`config.mk`:
```
export PLATFORM = sky130hd
export DESIGN_NAME = immediate_gen_flat
export DESIGN_NICKNAME = d
export VERILOG_FILES = /design/src/rtl/imm_pkg.sv /design/src/rtl/immediate_gen_if.sv /design/src/rtl/imm_fmt_decode.sv /design/src/rtl/immediate_gen.sv /design/src/flat_wrapper.sv
export SDC_FILE = /design/constraint.sdc
export NUM_CORES = 1
export LEC_CHECK = 0
export CORE_MARGIN = 10
export CORE_UTILIZATION = 34
export DETAILED_ROUTE_END_ITERATION = 10
export PLACE_DENSITY = 0.87
export SLEW_MARGIN = 20
export SYNTH_ARGS = -nofsm -noshare
export SYNTH_HDL_FRONTEND = slang
export SYNTH_HIERARCHICAL = 1
export SYNTH_SLANG_ARGS = --single-unit
```
`constraint.sdc`:
```
create_clock -name clk -period 8.1 [get_ports clk]
set_input_delay 1.62 -clock clk [delete_from_list [all_inputs] [get_ports clk]]
set_output_delay 1.62 -clock clk [all_outputs]
set_load 0.02 [all_outputs]
```
`src/rtl/imm_pkg.sv`:
```
// Shared definitions for the RV64I immediate generator: format codes,
// major opcode constants and datapath width.
package imm_pkg;

  localparam int XLEN = 64;

  typedef enum logic [2:0] {
    IMM_NONE = 3'd0,
    IMM_I    = 3'd1,
    IMM_S    = 3'd2,
    IMM_B    = 3'd3,
    IMM_U    = 3'd4,
    IMM_J    = 3'd5
  } imm_fmt_t;

  localparam logic [6:0] OPC_LOAD      = 7'b0000011;
  localparam logic [6:0] OPC_OP_IMM    = 7'b0010011;
  localparam logic [6:0] OPC_OP_IMM_32 = 7'b0011011;
  localparam logic [6:0] OPC_JALR      = 7'b1100111;
  localparam logic [6:0] OPC_STORE     = 7'b0100011;
  localparam logic [6:0] OPC_BRANCH    = 7'b1100011;
  localparam logic [6:0] OPC_LUI       = 7'b0110111;
  localparam logic [6:0] OPC_AUIPC     = 7'b0010111;
  localparam logic [6:0] OPC_JAL       = 7'b1101111;

endpackage

```
`src/rtl/immediate_gen_if.sv`:
```
// Instruction-in / immediate-out bundle for the immediate generator,
// carrying both the combinational and the registered results.
interface immediate_gen_if;
  import imm_pkg::*;

  logic [31:0]     instr;
  logic [XLEN-1:0] imm;
  imm_fmt_t        fmt;
  logic [XLEN-1:0] imm_q;
  imm_fmt_t        fmt_q;
  logic            valid_q;

  modport master (
    output instr,
    input  imm, fmt, imm_q, fmt_q, valid_q
  );

  modport slave (
    input  instr,
    output imm, fmt, imm_q, fmt_q, valid_q
  );
endinterface

```
`src/rtl/imm_fmt_decode.sv`:
```
// Opcode to immediate-format classifier; purely combinational so the
// main control unit can reuse it without timing impact.
module imm_fmt_decode
  import imm_pkg::*;
(
  input  logic [6:0] opcode,
  output imm_fmt_t   fmt
);

  // Map each major opcode to its immediate layout; unknown opcodes carry none.
  always_comb begin
    fmt = IMM_NONE;
    case (opcode)
      OPC_LOAD, OPC_OP_IMM, OPC_OP_IMM_32, OPC_JALR: fmt = IMM_I;
      OPC_STORE:                                     fmt = IMM_S;
      OPC_BRANCH:                                    fmt = IMM_B;
      OPC_LUI, OPC_AUIPC:                            fmt = IMM_U;
      OPC_JAL:                                       fmt = IMM_J;
      default:                                       fmt = IMM_NONE;
    endcase
  end

endmodule

```
`src/rtl/immediate_gen.sv`:
```
// RV64I immediate generator: combinational sign-extended immediate for the
// single-cycle datapath plus a one-cycle registered copy with format tag.
module immediate_gen
  import imm_pkg::*;
(
  input  logic             clk,
  input  logic             rst,
  immediate_gen_if.slave   bus
);

  logic [31:0]     instr_s;
  imm_fmt_t        fmt_s;
  logic [XLEN-1:0] imm_s;
  logic [XLEN-1:0] imm_r;
  imm_fmt_t        fmt_r;
  logic            valid_r;

  assign instr_s = bus.instr;

  imm_fmt_decode u_fmt_decode (
    .opcode (instr_s[6:0]),
    .fmt    (fmt_s)
  );

  // Per-format bit gather; every layout sign-extends from instr[31].
  always_comb begin
    imm_s = {XLEN{1'b0}};
    case (fmt_s)
      IMM_I: imm_s = {{52{instr_s[31]}}, instr_s[31:20]};
      IMM_S: imm_s = {{52{instr_s[31]}}, instr_s[31:25], instr_s[11:7]};
      IMM_B: imm_s = {{51{instr_s[31]}}, instr_s[31], instr_s[7],
                      instr_s[30:25], instr_s[11:8], 1'b0};
      IMM_U: imm_s = {{32{instr_s[31]}}, instr_s[31:12], 12'd0};
      IMM_J: imm_s = {{43{instr_s[31]}}, instr_s[31], instr_s[19:12],
                      instr_s[20], instr_s[30:21], 1'b0};
      default: imm_s = {XLEN{1'b0}};
    endcase
  end

  // Unconditional capture each cycle; reset clears immediately.
  always_ff @(posedge clk or posedge rst) begin
    if (rst) begin
      imm_r   <= {XLEN{1'b0}};
      fmt_r   <= IMM_NONE;
      valid_r <= 1'b0;
    end else begin
      imm_r   <= imm_s;
      fmt_r   <= fmt_s;
      valid_r <= (fmt_s != IMM_NONE);
    end
  end

  assign bus.imm     = imm_s;
  assign bus.fmt     = fmt_s;
  assign bus.imm_q   = imm_r;
  assign bus.fmt_q   = fmt_r;
  assign bus.valid_q = valid_r;

endmodule

```
`src/flat_wrapper.sv`:
```
// flat-port wrapper written by rule: the top's interface ports become plain ports
module immediate_gen_flat import imm_pkg::*;
  (clk, rst, bus_instr, bus_imm, bus_fmt, bus_imm_q, bus_fmt_q, bus_valid_q);
  immediate_gen_if bus_i ();
  input  logic clk;
  input  logic rst;
  input wire logic [$bits(bus_i.instr)-1:0] bus_instr;
  output wire logic [$bits(bus_i.imm)-1:0] bus_imm;
  output wire logic [$bits(bus_i.fmt)-1:0] bus_fmt;
  output wire logic [$bits(bus_i.imm_q)-1:0] bus_imm_q;
  output wire logic [$bits(bus_i.fmt_q)-1:0] bus_fmt_q;
  output wire logic [$bits(bus_i.valid_q)-1:0] bus_valid_q;
  assign bus_i.instr = bus_instr;
  assign bus_imm = bus_i.imm;
  assign bus_fmt = bus_i.fmt;
  assign bus_imm_q = bus_i.imm_q;
  assign bus_fmt_q = bus_i.fmt_q;
  assign bus_valid_q = bus_i.valid_q;
  immediate_gen u_core (.clk(clk), .rst(rst), .bus(bus_i));
endmodule
```
==> run metrics <==
clock group share of total power=a little over a third; CP endpoint kind=output port; Final setup viols=0; Final Hold Violating Endpoints=0; WS Path Type=input port to output port; Lkg Pwr=about 1.5 nW; Int Pwr=approximately 0.32 mW; # hold bufs at CTS=0; drt first pass iters=4; CTS Buf Count=5; Vias/cell=approximately 4.3; minimum clock period=~6.4 ns; IO buf count=around 170; Core Area=between 5000 and 6000 sq um; global-route wire length before repair=8.91 mm; root buffer cell=clkbuf_8; Starting DRT DRC Count=40; antenna fix cells=0; FILL cells=about 440; Crit Path Max Fanout=34; final net count=between 300 and 400; RSZ-0062 raised after global routing=false; Die Height=around 94 um; share of layout cells above drive strength 1=between 5 and 6%; GPL Wtd Cong=between 0.7 and 0.8; maximum vdd ir drop=between 0.09 and 0.1 mV; number of global-route vias before repair=1536; Die Wd=between 90 and 100 um; Register Area=901 sq um; synth warn=6; most common cell after layout, fill and taps aside=clkdlybuf4s50_1; Post-Route WL=between 6 and 7 mm; Slew HR=35.6%; setup TNS=0 ns; PD cells=roughly 130 nW/um^2; DRC=0; max_cap viols=0; most frequent cells in the layout=clkdlybuf4s50_1 (168), dfrtp_1 (36), a21o_1 (19), and2_1 (6), clkbuf_8 (5); Routed Antenna Nets=0; Netlist Area Pre-Place=1870 sq um; measured slew at the worst slew-check pin=0.966 ns; Yosys reg bits=36; CTS tree=done; Syn Area/Cell=roughly 11 sq um; Core Rows=26; CTS H-tree lvls=2; Area Overhead vs Synth=73.6%; Comb pwr share=approximately a fifth; CTS max path bufs=2; Post-Place Cells=~340; Synth cell types=29; worst path required time=6.48 ns; switching share of power=around a quarter; FMAX=approximately 0.16 GHz; All-Layer GR Usage=approximately an eighth; Post-Layout Cell Count=~350; initial antenna violation count=0; Pwr Total=about 0.44 mW; die area=8870 sq um; Sink Count=36; Final HPWL DP=about 5.3 mm; Post-CTS Setup Inserts=0; syn_nets=201; CTS clk-pin slew, worst paths=~0.080 ns; Avg WL per Cell=between 15 and 20 um; Final Max Tran Viols=0; number of gates resized after cts=0; switching power=0.112 mW; vias=1481; Seq/Total Area, Yosys=48.2%; pin count of the biggest net entering global routing=37; status=completed; part of the power in registers=a little over two fifths; Worst Path Arrival=roughly 4.8 ns; I/O pins=169; Syn Inst Count=about 170; grt total ovfl=0; HP Class=input port to async pin; crit start category=input port; Starting Density=a little over a third; multi-input logic area=443 sq um; Period Utilization, post-route=approximately 79%
## per-stage QoR
step                area, sq um  utilization [%]  worst slack [ns]  hold WS [ns]
floorplan                  1870                -              2.21          1.79
global placement           3140             60.3              1.87          2.07
detailed placement         3140             60.3              1.65          2.07
CTS                        3250             62.4              1.63          1.75
global route               3250             62.4              1.41          1.77
finish                     3250             62.4              1.71          1.73
## sequential cells by signal (all words and copies together), names as in the netlist
| signal | cells |
|---|---|
| u_core/bus.imm_q | 32 |
| u_core/bus.fmt_q | 3 |
| u_core/bus.valid_q | 1 |
## Yosys cell counts, drive strengths merged
master	count	area (sq um)
and3	2	12.5
nand2b	2	12.5
buf	69	526
a31oi	1	6.26
or2b	1	7.51
nor3b	3	33.8
a21o	19	143
a22o	4	35.0
nor4b	1	8.76
a32oi	1	8.76
or2	1	6.26
xor2	1	8.76
nor2b	4	40.0
dfrtp	36	901
inv	1	3.75
o22ai	1	6.26
a21oi	1	5.00
nand2	4	15.0
nor2	4	17.5
clkbuf	1	3.75
o21a	1	7.51
nor3	1	5.00
or3	1	11.3
o22a	1	8.76
and2	6	37.5
## final timing paths
path	start	end	slack, ns	depth (start not counted)
setup / recovery	bus_instr[5]	bus_imm[40]	1.71	7
min in group clk	bus_instr[25]	u_core/bus.imm_q[5]$_DFF_PP0_	1.93	2
hold / removal	rst	u_core/bus.imm_q[25]$_DFF_PP0_	1.73	3
max in group asynchronous	rst	u_core/bus.imm_q[15]$_DFF_PP0_	6.04	3
## metal layers
layer  track usage (%)  wire length [um]  up-vias
met5                 0                 0        -
met4              3.42                51        0
met3              8.23               922        5
met2              23.6              3270       91
met1              11.8              2100      685
li1                  -                 -      700
## final cells by class
type	instances	share of cell area (%)
multi-input combinational	60	13.6
clock buffer	6	2.24
timing repair buffer	171	52.5
clock inverter	2	1.08
tap	70	2.70
inverter	1	0.116
sequential	36	27.7
## worst max-delay path, stage by stage
cell and delay (ns):
clkdlybuf4s50_1 0.47, nor2b_1 0.21, a32oi_1 0.14, nor2_1 0.51, or3_4 0.24, and3_1 0.79, clkdlybuf4s50_1 0.78
## power groups by stage
stage | clock network (mW) | logic (mW) | registers [mW]
after floorplan | 0 | 0.0433 | 0.195
after global placement | 0 | 0.0930 | 0.189
after detailed placement | 0 | 0.0945 | 0.190
after CTS | 0.160 | 0.0947 | 0.186
after global routing | 0.168 | 0.0981 | 0.187
final | 0.157 | 0.0928 | 0.186
## kinds of logic after synthesis
family	count (synthesis)	share of synthesized area, %
flops	36	48.2
simple gates	30	11.1
xor+xnor	1	0.468
buf+inv	71	28.5
compound gates	29	11.8
Power figures use the tool's default switching activity.
